### src/rtl/ariane_pkg.sv
// Shared frontend/execute types plus the BOP return-address encoding used by
// both the branch unit (encode on call) and the return-address stack (decode).
package ariane_pkg;

   localparam int unsigned VLEN = 32;

   // XOR key applied to the low 31 bits of every link value written to ra.
   localparam logic [30:0] BOP_RA_KEY = 31'h73fa06c2;

   typedef enum logic [2:0] {
      NoCF,
      Branch,
      Jump,
      JumpR,
      Return
   } cf_t;

   typedef struct packed {
      logic            valid;
      logic [VLEN-1:0] pc;
      logic [VLEN-1:0] target_address;
      logic            is_mispredict;
      logic            is_taken;
      cf_t             cf_type;
   } bp_resolve_t;

   // Bit VLEN-1 stays clear on encoded values so a raw address is detectable.
   function automatic logic [VLEN-1:0] bop_ra_encode(input logic [VLEN-1:0] pc);
      return {1'b0, pc[30:0] ^ BOP_RA_KEY};
   endfunction

   function automatic logic [VLEN-1:0] bop_ra_decode(input logic [VLEN-1:0] enc);
      return {1'b1, enc[30:0] ^ BOP_RA_KEY};
   endfunction

endpackage

### src/rtl/bop_ras_checker.sv
// Holds the last issued return prediction, compares it with the resolved
// Return target from execute and keeps the sticky crash request.
module bop_ras_checker
   import ariane_pkg::*;
(
   input  logic            clk_i,
   input  logic            rst_ni,
   input  logic            flush_i,
   input  logic            en_crash_i,
   input  logic            pop_fire_i,
   input  logic [VLEN-1:0] pop_addr_i,
   input  logic            tamper_i,
   input  bp_resolve_t     resolved_branch_i,
   output logic            mismatch_o,
   output logic            crash_o
);

   logic [VLEN-1:0] pend_q, pend_d;
   logic            pend_v_q, pend_v_d;
   logic            mismatch_q, mismatch_d;
   logic            crash_q, crash_d;
   logic            check_fire;
   logic            diverge;
   logic            unused_rb;

   assign unused_rb = ^{resolved_branch_i.pc, resolved_branch_i.is_mispredict,
                        resolved_branch_i.is_taken};

   assign check_fire = resolved_branch_i.valid && (resolved_branch_i.cf_type == Return) &&
                       pend_v_q;
   assign diverge    = check_fire && (resolved_branch_i.target_address != pend_q);

   always_comb begin
      pend_d     = pend_q;
      pend_v_d   = pend_v_q;
      mismatch_d = 1'b0;
      crash_d    = crash_q;
      if (flush_i) begin
         pend_v_d = 1'b0;
         crash_d  = 1'b0;
      end else begin
         if (check_fire) begin
            pend_v_d = 1'b0;
         end
         // A same-cycle pop reloads after the check has consumed the old value.
         if (pop_fire_i) begin
            pend_d   = pop_addr_i;
            pend_v_d = 1'b1;
         end
         mismatch_d = diverge;
         if (en_crash_i && (diverge || tamper_i)) begin
            crash_d = 1'b1;
         end
      end
   end

   always_ff @(posedge clk_i) begin
      if (!rst_ni) begin
         pend_q     <= '0;
         pend_v_q   <= 1'b0;
         mismatch_q <= 1'b0;
         crash_q    <= 1'b0;
      end else begin
         pend_q     <= pend_d;
         pend_v_q   <= pend_v_d;
         mismatch_q <= mismatch_d;
         crash_q    <= crash_d;
      end
   end

   assign mismatch_o = mismatch_q;
   assign crash_o    = crash_q;

endmodule

### src/rtl/bop_ras.sv
// Circular return-address stack holding XOR-encoded link values; decodes the
// top entry into a return prediction and cross-checks it on resolve.
module bop_ras
   import ariane_pkg::*;
#(
   parameter int unsigned DEPTH = 4,
   parameter logic [30:0] KEY   = BOP_RA_KEY
) (
   input  logic            clk_i,
   input  logic            rst_ni,
   input  logic            flush_i,
   input  logic            en_crash_i,
   input  logic            push_i,
   input  logic [VLEN-1:0] push_data_i,
   input  logic            pop_i,
   output logic            ras_valid_o,
   output logic [VLEN-1:0] ras_addr_o,
   input  bp_resolve_t     resolved_branch_i,
   output logic            overflow_o,
   output logic            tamper_o,
   output logic            mismatch_o,
   output logic            crash_o
);

   localparam int unsigned PtrW = (DEPTH > 1) ? $clog2(DEPTH) : 1;
   localparam int unsigned CntW = $clog2(DEPTH + 1);
   localparam logic [CntW-1:0] CntFull = CntW'(DEPTH);

   // Only the 31 key-encoded bits are stored; bit VLEN-1 is zero by construction.
   logic [30:0]     mem_q [DEPTH];
   logic [30:0]     mem_d [DEPTH];
   logic [PtrW-1:0] tp_q, tp_d;
   logic [CntW-1:0] cnt_q, cnt_d;
   logic            overflow_q, overflow_d;
   logic            tamper_q, tamper_d;

   logic            stack_empty;
   logic            stack_full;
   logic            push_ok;
   logic            tamper_evt;
   logic            pop_ok;
   logic [PtrW-1:0] tp_inc;
   logic [PtrW-1:0] tp_dec;

   assign stack_empty = (cnt_q == '0);
   assign stack_full  = (cnt_q == CntFull);
   assign tamper_evt  = push_i && push_data_i[VLEN-1];
   assign push_ok     = push_i && !push_data_i[VLEN-1];
   assign pop_ok      = pop_i && !stack_empty;
   assign tp_inc      = tp_q + PtrW'(1);
   assign tp_dec      = tp_q - PtrW'(1);

   assign ras_valid_o = !stack_empty;
   assign ras_addr_o  = {1'b1, mem_q[tp_q] ^ KEY};

   always_comb begin
      mem_d      = mem_q;
      tp_d       = tp_q;
      cnt_d      = cnt_q;
      overflow_d = 1'b0;
      tamper_d   = 1'b0;
      if (flush_i) begin
         tp_d  = '0;
         cnt_d = '0;
      end else begin
         tamper_d = tamper_evt;
         if (push_ok && pop_ok) begin
            // Call and return in one cycle: replace the top in place.
            mem_d[tp_q] = push_data_i[30:0];
         end else if (push_ok) begin
            mem_d[tp_inc] = push_data_i[30:0];
            tp_d          = tp_inc;
            if (stack_full) begin
               overflow_d = 1'b1;
            end else begin
               cnt_d = cnt_q + CntW'(1);
            end
         end else if (pop_ok) begin
            tp_d  = tp_dec;
            cnt_d = cnt_q - CntW'(1);
         end
      end
   end

   always_ff @(posedge clk_i) begin
      if (!rst_ni) begin
         tp_q       <= '0;
         cnt_q      <= '0;
         overflow_q <= 1'b0;
         tamper_q   <= 1'b0;
      end else begin
         tp_q       <= tp_d;
         cnt_q      <= cnt_d;
         overflow_q <= overflow_d;
         tamper_q   <= tamper_d;
      end
   end

   always_ff @(posedge clk_i) begin
      if (rst_ni) begin
         mem_q <= mem_d;
      end
   end

   assign overflow_o = overflow_q;
   assign tamper_o   = tamper_q;

   bop_ras_checker u_checker (
      .clk_i             (clk_i),
      .rst_ni            (rst_ni),
      .flush_i           (flush_i),
      .en_crash_i        (en_crash_i),
      .pop_fire_i        (pop_ok),
      .pop_addr_i        (ras_addr_o),
      .tamper_i          (tamper_evt),
      .resolved_branch_i (resolved_branch_i),
      .mismatch_o        (mismatch_o),
      .crash_o           (crash_o)
   );

endmodule

### config.mk
export PLATFORM = sky130hd
export DESIGN_NAME = bop_ras
export DESIGN_NICKNAME = d
export VERILOG_FILES = /design/src/rtl/ariane_pkg.sv /design/src/rtl/bop_ras_checker.sv /design/src/rtl/bop_ras.sv
export SDC_FILE = /design/constraint.sdc
export NUM_CORES = 1
export LEC_CHECK = 0
export ABC_CLOCK_PERIOD_IN_PS = 5700
export CAP_MARGIN = 25
export CELL_PAD_IN_SITES_DETAIL_PLACEMENT = 1
export CELL_PAD_IN_SITES_GLOBAL_PLACEMENT = 2
export CORE_MARGIN = 1
export CORE_UTILIZATION = 38
export CTS_CLUSTER_DIAMETER = 50
export DETAILED_ROUTE_END_ITERATION = 8
export PLACE_DENSITY = 0.9
export SYNTH_ARGS = -nofsm -noshare
export SYNTH_HDL_FRONTEND = slang
export SYNTH_SLANG_ARGS = --single-unit
### constraint.sdc
create_clock -name clk_i -period 5.7 [get_ports clk_i]
set_input_delay 0.855 -clock clk_i [delete_from_list [all_inputs] [get_ports clk_i]]
set_output_delay 0.855 -clock clk_i [all_outputs]
set_load 0.1 [all_outputs]
* Word level (Yosys, flattened, before mapping)
Index checks and enable logic that the tools add are counted.
** Operators by class
- Reductions and logical operators :: 23
- Eq/ne operators :: 4
- Add/subtract/negate cells :: 4
- Multiplexer cells :: 19
- $lt $le $gt $ge :: 4
- Bitwise gates (word level) :: 7
** Operators with widths (count)
- 124-bit bitwise mux :: 2
- 124-bit 2-to-1 mux :: 2
- 31-bit demux with 2-bit select :: 2
- 31-bit 2-to-1 mux :: 4
- 31-bit binary-select mux with 2-bit select :: 1
- 32-bit != test :: 1
- 16-bit inverter :: 1
- 1-bit logical AND :: 10
- 3-bit 2-to-1 mux :: 3
- 3-bit == test (second input constant) :: 2
- 3-bit greater-or-equal comparator (second input constant) :: 2
- 3-bit by 1-bit < comparator with 1-bit output (second input constant) :: 2
- 2-bit inverter with 3-bit output :: 2
- 3-bit AND reduction :: 2
- 2-bit nonzero test :: 3
- 2-bit 2-to-1 mux :: 2
- 1-bit inverter :: 4
- 2-bit AND reduction :: 2
- 4-bit OR reduction :: 1
- 3-bit by 1-bit adder with 3-bit output (second input constant) :: 1
- 3-bit zero test :: 1
- 1-bit 2-to-1 mux :: 3
- 3-bit by 1-bit subtractor with 3-bit output (second input constant) :: 1
- 2-bit by 1-bit adder with 2-bit output (second input constant) :: 1
- other kinds (5) :: 6
** Storage, ports and cells
- Bits of input ports :: 108
- Register bits :: 166
- Output and inout bits :: 37

* Longest topological paths before layout
Gate-level depths: netlist (run 1).
- Depth after elaboration :: 9
- Depth in mapped cells :: 9
- Gate-level depth less buffers :: 8

* By module
Synthesis (run 1) repeated with hierarchy kept, for this count alone.
** Second synthesis, totals
- Cells, all modules :: 574
- Area total of the unflattened synthesis :: 7611.0 um^2
** By module, submodules not included
- bop_ras :: cells an instance 381, area each 5980.7 um^2, seq. area each 3863.7 um^2, instances 1
- bop_ras_checker :: cells an instance 193, area each 1630.3 um^2, seq. area each 700.7 um^2, instances 1

* Worst setup path before layout (run 1)
Ideal clock, no wire load.
- Path type :: input to register
- Start :: in push_i
- End :: reg mem_q[100] in the netlist's numbering (enable)
- Cell stages on the path :: 7
- Arrival time :: 3248 ps
- Data required time :: 5281 ps
- Library setup time :: 419 ps
- Buffers on the path :: 3
- Setup slack :: 2033 ps
- Path through :: nor2b_1 buf_2 ha_1 clkbuf_1 mux2i_1 clkbuf_1 nor2_1
** Between the ends
- Word-level cells in the longest chain between the ends :: 4
** RTL lines
- start, declared :: RTL line bop_ras.sv:13 : input logic push_i,
- 1-bit logical AND (*) :: RTL line bop_ras.sv:48 : assign push_ok = push_i && !push_data_i[VLEN-1];
- 1-bit logical AND :: RTL line bop_ras.sv:67 : if (push_ok && pop_ok) begin
- 2-bit nonzero test (no source line) (*)
- 3-bit AND reduction (no source line) (*)
- end signal, assigned :: RTL line bop_ras.sv:101 : mem_q <= mem_d;
- end, declared :: RTL line bop_ras.sv:30 : logic [30:0] mem_q [DEPTH];
Every way passes the cells marked *; elsewhere a longest branch is shown, timed or not.
A chain may end at the register's enable or synchronous reset.

* Final worst setup path (run 1)
- Start :: reg tp_q[0]
- End :: out ras_addr_o[6]
** Between the ends
- Word-level cells in the longest chain between the ends :: 5
** RTL lines
- start, declared :: RTL line bop_ras.sv:32 : logic [PtrW-1:0] tp_q, tp_d;
- start signal, assigned :: RTL line bop_ras.sv:92 : tp_q <= tp_d;
- 2-bit inverter with 3-bit output (not written as such) :: RTL line bop_ras.sv:54 : assign ras_addr_o = {1'b1, mem_q[tp_q] ^ KEY};
- 31-bit binary-select mux with 2-bit select :: RTL line bop_ras.sv:54
- 31-bit 2-to-1 mux (not written as such) (2 in series) :: RTL line bop_ras.sv:54
- 16-bit inverter (no source line)
- end, declared :: RTL line bop_ras.sv:17 : output logic [VLEN-1:0] ras_addr_o,
Every way passes these cells. The select of a mux whose other input is x is not followed.

==> results.toml, run 1 <==
[outcome]
outcome = "finished clean"

[setup_path]
criticalPathCategory = "reg2out"
end_kind = "output port"
start_kind = "flop"
cp-startpoint = "tp_q[0]"
arrival_ns = 3.33
path_max_fanout = 16
r2r_start = "cnt_q[0]"
cp.required_ns = 4.85

[synth]
synthMuxAreaShare_pct = 10.1
synthFlopType = "edfxtp_1"
synth_fa_ha_area_share_pct = 1.60
synthArstFlopShare_pct = 0
synth_top_family_by_area = "simple AND/OR/NAND/NOR gates"
synth_nets = 663
synth_compound_area_share_pct = 4.86
synth-seq-cells = 166
syn_area_per_cell_um2 = 13.8
netlist_area_um2 = 7520
synth_edf_count = 124
yosysSeqAreaShare_pct = 60.7
synthXorXnorAreaFrac_pct = 4.19
ys_warn_count = 0
synth_cells = 546
synth.distinct_cells = 36
yosys.area_share.simple_pct = 15.2

[cts]
tritoncts = "built"
htreeDepth = 4
clock_latency_ns = 0.43
cts.sinks = 166
postCtsHoldBufs = 0
cts_buffers = 17
cts_buffer_depth = 2
clkTransAtPathRegs_ns = 0.06
post_cts_resized = 0
cts_setup_buffers = 0
root_buffer = "clkbuf_16"

[global_route]
gr-usage-met2_pct = 33.7
grt_pass1_wl_um = 28500
use_met1_pct = 23.5
grt_use_total_pct = 19.5
busiest_layer = "met2"
antenna_found_initial = 1
use_met3_pct = 3.99
grt_max_degree = 49
grt_overflow = 0
grt_pass1_vias = 4930

[routing]
avgViaCountPerCell = 4.92
dr.pass1.iters = 4
post_drt_wl_per_cell_um = 20.5
wirelength_um = 19100
vias = 4584
drtIter0Drc = 216
remaining_drc_errors = 0
final_antenna_net_count = 0

[power]
seqPwrFrac_pct = 44.8
intPower_mw = 2.21
p_leak_nw = 3.51
p_clk_share_pct = 39.7
p_total_mw = 2.98
p_comb_share_pct = 15.5
ir_worst_vdd_v = 0.000215
power_density_nw_per_um2 = 313
p_switching_uw = 767
swShare_pct = 25.8

[layout]
nets = 771
num_antenna_cells = 0
final_common_cell = "nor2b_1"
syn_to_final_growth_pct = 26.4
drive_gt1_share_pct = 13.8
layout_common_cells = "nor2b_1 (126), edfxtp_1 (124), clkdlybuf4s50_1 (109)"

[sta]
finalHoldViolCount = 0
fmax_mhz = 239
fin_crit_sh_pct = 73.5
relSlewSlack_pct = 32.6
fin_crit_ns = 4.19
setup-violations-final = 0
rsz0062_at_grt = "false"
fin_worst_skew_ns = 0.0107
setup_tns_ns = 0
slew_violations = 0
timing.final.ws_setup_ns = 1.51
worst_pin_slew_ns = 1.01

[floorplanning]
dieWidth_um = 143
die_area_um2 = 20400
die_y_um = 143
core-area_um2 = 19500
core.rowCount = 51
io_pins = 145
start_util_pct = 38.6

[placement]
dp_slack_ns = 1.71
io_buffers = 109
globalplace.congestion = 0.773
post-dp-hpwl_um = 12700

[worst_hold_path]
min-delay-start = "u_checker.pend_q[15]"
hold_class = "reg2reg"

[flow_run]
max-cap-violations = 0
worst max-delay path: stages, from the launching register on:
cell and delay [ns]:
dfxtp_2 0.67, buf_4 0.39, mux4_2 0.62, inv_1 0.09
clkdlybuf4s50_1 1.13
area by class of cell:
type	instances	area, µm²
multi-input combinational	327	2740
sequential	166	4570
timing repair buffer	122	1200
inverter	20	75.1
clock buffer	21	440
clock inverter	10	155
tap	265	332
fill	1953	9960
flip-flops by register name (all words and copies together), names as in the netlist:
signal / count
tamper_o: 1
u_checker.pend_v_q: 1
u_checker.pend_q: 32
u_checker.mismatch_o: 1
cnt_q: 3
overflow_o: 1
u_checker.crash_o: 1
mem_q: 124
tp_q: 2
through the flow:
stage          std cells  hold slack [ns]  area (µm²)  utilization, %
2_1_floorplan        546            0.451        7520               -
3_3_place_gp         899            0.466        8890            45.7
3_5_place_dp         899            0.476        8890            45.7
4_1_cts              930            0.487        9480            48.7
5_1_grt              931            0.493        9500            48.8
6_report             931            0.478        9500            48.8
logic make-up after synthesis:
group	count (synthesis)
fa+ha+maj	9
mux	37
simple gates	205
xor+xnor	36
flops	166
buf+inv	53
compound gates	39
other cells	1
power by group through the flow:
stage / Clock, mW / Combinational (mW) / Sequential, mW
finish: 1.18 / 0.461 / 1.33
global placement: 0 / 0.450 / 1.36
floorplan: 0 / 0.306 / 1.36
global route: 1.24 / 0.487 / 1.34
CTS: 1.20 / 0.464 / 1.33
detailed placement: 0 / 0.459 / 1.36
per-layer routing:
layer,part of all wire [%],routed length (µm)
met1,43,8140
met2,50,9640
met3,4.7,893
met4,2.2,429
met5,0,0
synth_stat cells (2+ instances only):
master,n,area (µm²)
a21boi_0,5,37.5
a21boi_2,10,113
a21oi_1,2,10.0
buf_2,5,25.0
buf_4,5,37.5
buf_6,4,45.0
clkbuf_1,19,71.3
dfxtp_1,42,841
edfxtp_1,124,3720
ha_1,8,100
inv_1,20,75.1
mux2i_1,6,60.1
mux4_2,31,698
nand2_1,49,184
nand2b_1,2,12.5
nand4_1,2,12.5
nor2_1,11,41.3
nor2b_1,126,788
nor3_1,2,10.0
nor4_1,8,50.1
o211a_1,16,160
xnor2_1,2,17.5
xor2_1,34,298
final timing paths:
check | slack (ns) | endpoint | depth (start not counted)
max | 1.51 | ras_addr_o[6] | 4
min | 0.48 | u_checker.pend_q[15] | 2
max reg2reg | 2.60 | mem_q[12] | 8
min reg2reg | 0.48 | u_checker.pend_q[15] | 2
(Power assumes the default switching activity.)
==> run 2, diff against run 1 <==
- ABC_CLOCK_PERIOD_IN_PS: 5700 -> 3700
- CORE_UTILIZATION: 38 -> 32
- PLACE_DENSITY: 0.9 -> 0.81
- clock period: 5.7 -> 3.7 ns (I/O delays scaled with it)
==> run 2 against run 1 <==
- setup slack got worse by 0.79 ns
- register-to-register slack got worse by 1.4 ns
- first-iteration DRC count decreased by 4.6%
- critical endpoint is now ras_addr_o[20]
- largest power group unchanged
- highest routed layer is now met5
==> results.toml, run 2 (synthesized netlist as in run 1, its figures left out) <==
[setup_path]
timing.rr.end = "mem_q[43]"
crit_end = "ras_addr_o[20]"
end_kind = "output port"
criticalPathCategory = "reg2out"
path_max_fanout = 17
r2r_slack_ns = 1.20
cp.required_ns = 3.14
reg2reg_depth = 7
cp-startpoint = "tp_q[0]"
r2r_start = "cnt_q[0]"
start_kind = "flop"
arrival_ns = 2.43

[sta]
slew_violations = 0
fmax_mhz = 335
fin_worst_skew_ns = 0.00948
timing.final.ws_setup_ns = 0.717
finalHoldViolCount = 0
setup_tns_ns = 0
setup-violations-final = 0
relSlewSlack_pct = 35.2
worst_pin_slew_ns = 0.969
fin_crit_ns = 2.98
rsz0062_at_grt = "false"
fin_crit_sh_pct = 80.6

[power]
p_switching_mw = 1.21
p_total_mw = 4.69
p_clk_share_pct = 41.1
swShare_pct = 25.9
power_density_nw_per_um2 = 491
intPower_mw = 3.47
ir_worst_vdd_v = 0.000207
p_comb_share_pct = 15.0
p_leak_nw = 3.58
seqPwrFrac_pct = 43.9

[layout]
regMostFlops = "mem_q"
num_antenna_cells = 0
syn_to_final_growth_pct = 27.0
reg.largest.list = "mem_q x124, u_checker.pend_q x32, cnt_q x3"
largest_reg_flops = 124
final_common_cell = "nor2b_1"
layout_common_cells = "nor2b_1 (126), edfxtp_1 (124), clkdlybuf4s50_1 (78)"
drive_gt1_share_pct = 19.1
n_fill_cell = 2399
multiInputGateArea_um2 = 2740
instances_no_fill = 983
seq_area_um2 = 4570
nets = 774

[cts]
htreeDepth = 4
post_cts_resized = 0
clkTransAtPathRegs_ns = 0.06
clock_latency_ns = 0.43
postCtsHoldBufs = 0
tritoncts = "built"
root_buffer = "clkbuf_16"
cts_buffers = 17
cts_buffer_depth = 2
cts_setup_buffers = 0
cts.sinks = 166

[floorplanning]
die_y_um = 155
dieWidth_um = 155
core-area_um2 = 22800
io_pins = 145
start_util_pct = 32.9
die_area_um2 = 24100
core.rowCount = 55

[flow_run]
max-cap-violations = 0

[global_route]
grt_overflow = 0
grt_max_degree = 37
grt_use_total_pct = 16.9
grt_pass1_wl_um = 29500
antenna_found_initial = 2
grt_pass1_vias = 5025

[routing]
drtIter0Drc = 206
remaining_drc_errors = 0
vias = 4566
wirelength_um = 19500
dr.pass1.iters = 5
avgViaCountPerCell = 4.64
post_drt_wl_per_cell_um = 19.8
final_antenna_net_count = 0

[worst_hold_path]
hold_class = "reg2reg"
worstHoldPathCells = 2

[placement]
dp_slack_ns = 0.798
globalplace.congestion = 0.747
post-dp-hpwl_um = 12900
dp_cells = 951
io_buffers = 109

[outcome]
outcome = "finished clean"
## run 2: through the flow
step | utilization (%) | cell area [µm²] | hold WS [ns]
3_5_place_dp | 39.0 | 8910 | 0.475
5_1_grt | 41.8 | 9550 | 0.492
2_1_floorplan | - | 7520 | 0.451
6_report | 41.8 | 9550 | 0.480
3_3_place_gp | 39.0 | 8910 | 0.467
4_1_cts | 41.8 | 9550 | 0.483
## run 2: power groups by stage
stage | Clock (mW) | Sequential (mW) | Combinational, mW
2_1_floorplan | 0 | 2.09 | 0.471
3_3_place_gp | 0 | 2.09 | 0.696
3_5_place_dp | 0 | 2.10 | 0.710
4_1_cts | 1.95 | 2.06 | 0.715
5_1_grt | 2.01 | 2.06 | 0.743
6_report | 1.93 | 2.06 | 0.703
## run 2: area by class of cell
cell class / instances / area share [%]
flip-flops and latches: 166 / 47.8
multi-input cells: 327 / 28.6
repair buffers: 125 / 12.0
clock buffers: 19 / 4.53
well taps: 313 / 4.10
clock inverters: 13 / 2.15
inverters: 20 / 0.786
## run 2: worst min path at each step
stage          slack [ns]            startpoint                   end
3_5_place_dp         0.48    u_checker.pend_v_q  u_checker.mismatch_o
4_1_cts              0.48  u_checker.pend_q[12]  u_checker.pend_q[12]
3_3_place_gp         0.47  u_checker.pend_q[11]  u_checker.pend_q[11]
6_report             0.48   u_checker.pend_q[3]   u_checker.pend_q[3]
2_1_floorplan        0.45    u_checker.pend_v_q    u_checker.pend_v_q
5_1_grt              0.49  u_checker.pend_q[11]  u_checker.pend_q[11]
## run 2: worst max-delay path, cell delays in order (launching register included)
cell and delay [ns]:
dfxtp_2 0.73, buf_12 0.26, mux4_2 0.57, inv_1 0.12
buf_4 0.30
## run 2: per-layer routing
layer / vias up / global-route usage (%) / wire [µm]
met5: - / 0 / 11
met4: 2 / 6.26 / 344
met3: 24 / 4.60 / 1130
met2: 116 / 28.3 / 9600
met1: 2280 / 20.9 / 8390
li1: 2144 / - / -
==> run 3, diff against run 2 <==
- ABC_CLOCK_PERIOD_IN_PS: 3700 -> 2900
- CORE_UTILIZATION: 32 -> 36
- PLACE_DENSITY: 0.81 -> 0.86
- clock period: 3.7 -> 2.9 ns (I/O delays scaled with it)
==> run 3 against run 2 <==
- first-iteration DRC count increased by 1.5%
- sequential cell count unchanged
- clock skew decreased by 0.0012 ns
- critical path depth unchanged
- combinational power increased by 45%
- global-route usage increased by 3.0 points
- core utilization increased by 7.4 points
- setup slack got worse by 0.58 ns
- count of clock-buffer cells in the layout decreased by 2
- cell count decreased by 4.1%
==> results.toml, run 3 (synthesized netlist as in run 1, its figures left out) <==
[routing]
dr.pass1.iters = 4
wirelength_um = 20100
vias = 4646
avgViaCountPerCell = 4.93
drtIter0Drc = 209
remaining_drc_errors = 0
post_drt_wl_per_cell_um = 21.3
final_antenna_net_count = 0

[sta]
worst_pin_slew_ns = 0.565
fin_worst_skew_ns = 0.00826
fin_crit_sh_pct = 95.3
rsz0062_at_grt = "false"
finalHoldViolCount = 0
fin_crit_ns = 2.77
relSlewSlack_pct = 62.3
setup-violations-final = 0
fmax_mhz = 362
slew_violations = 0
setup_tns_ns = 0

[floorplanning]
start_util_pct = 36.9
core.rowCount = 52
dieWidth_um = 147
core-area_um2 = 20400
die_area_um2 = 21500
die_y_um = 147
io_pins = 145

[placement]
globalplace.congestion = 0.750
post-dp-hpwl_um = 13100
dp_cells = 911
io_buffers = 109

[cts]
clkTransAtPathRegs_ns = 0.07
root_buffer = "clkbuf_16"
cts_setup_buffers = 0
post_cts_resized = 0
cts_buffer_depth = 2
cts.sinks = 166
tritoncts = "built"
cts_buffers = 17
htreeDepth = 4
clock_latency_ns = 0.43
postCtsHoldBufs = 0

[global_route]
use_met1_pct = 23.5
gr-usage-met2_pct = 34.9
grt_pass1_vias = 5300
grt_max_degree = 49
use_met3_pct = 3.81
grt_use_total_pct = 19.8
grt_pass1_wl_um = 31100
busiest_layer = "met2"
grt_overflow = 0
antenna_found_initial = 0

[outcome]
outcome = "finished clean"

[layout]
syn_to_final_growth_pct = 33.3
largest_reg_flops = 124
n_fill_cell = 2009
layout_common_cells = "nor2b_1 (126), edfxtp_1 (124), clkdlybuf4s50_1 (73)"
regMostFlops = "mem_q"
reg.largest.list = "mem_q x124, u_checker.pend_q x32, cnt_q x3"
num_antenna_cells = 0
final_common_cell = "nor2b_1"
instances_no_fill = 943
drive_gt1_share_pct = 20.8
nets = 777

[setup_path]
criticalPathCategory = "reg2out"
end_kind = "output port"
r2r_start = "cnt_q[0]"
cp.required_ns = 2.47
r2r_slack_ns = 0.54
path_max_fanout = 27
start_kind = "flop"
cp-startpoint = "tp_q[1]"
arrival_ns = 2.33

[power]
p_leak_nw = 3.76
power_density_nw_per_um2 = 612
ir_worst_vdd_v = 0.000347

[flow_run]
max-cap-violations = 0

[worst_hold_path]
min-delay-start = "u_checker.pend_q[2]"
hold_class = "reg2reg"
run 3: cell types whose count changed in the layout (fill, tap and decap cells not counted), sizes merged:
cell and change:
clkbuf -2, inv +3, clkinv -4, buf +8, clkinvlp +3, clkdlybuf4s50 -5
run 3: stage by stage:
stage                     power (mW)  utilization (%)  worst slack (ns)  instance area, µm²  hold slack (ns)
final                           6.14             49.2             0.135               10000            0.475
after global routing            6.32             49.2            0.0384               10000            0.501
after CTS                       6.19             49.2             0.100               10000            0.479
after detailed placement        3.70             46.0             0.286                9380            0.472
after global placement          3.68             45.8            0.0673                9340            0.460
after floorplan                 3.27                -             0.118                7550            0.451
run 3: metal layers:
| layer | routed length (µm) | vias to the layer above |
|---|---|---|
| met1 | 8300 | 2338 |
| met2 | 10400 | 128 |
| li1 | - | 2149 |
| met5 | 0 | - |
| met4 | 544 | 0 |
| met3 | 874 | 31 |
run 3: worst max-delay path, stage by stage (launching register included):
cell	delay, ns
dfxtp_1	0.60
buf_4	0.50
mux4_2	0.46
inv_1	0.14
buf_12	0.18
run 3: path summary, 6_finish.rpt:
check | to | depth (start not counted)
setup / recovery | ras_addr_o[6] | 4
hold / removal | u_checker.pend_q[2] | 2
setup reg to reg | mem_q[46] | 8
hold reg to reg | u_checker.pend_q[2] | 2
run 3: cell type report:
cell class	instances	area, µm²	share of cell area [%]
multi-input combinational	327	2790	27.8
sequential	166	4570	45.5
clock buffer	17	425	4.24
timing repair buffer	128	1610	16.0
clock inverter	15	225	2.25
tap	270	338	3.37
inverter	20	75.1	0.749
run 3: power by group:
group / leakage (nW) / internal, mW / switching, mW
Clock: 0.306 / 1.53 / 0.965
Combinational: 1.94 / 0.414 / 0.603
Sequential: 1.51 / 2.59 / 0.0333
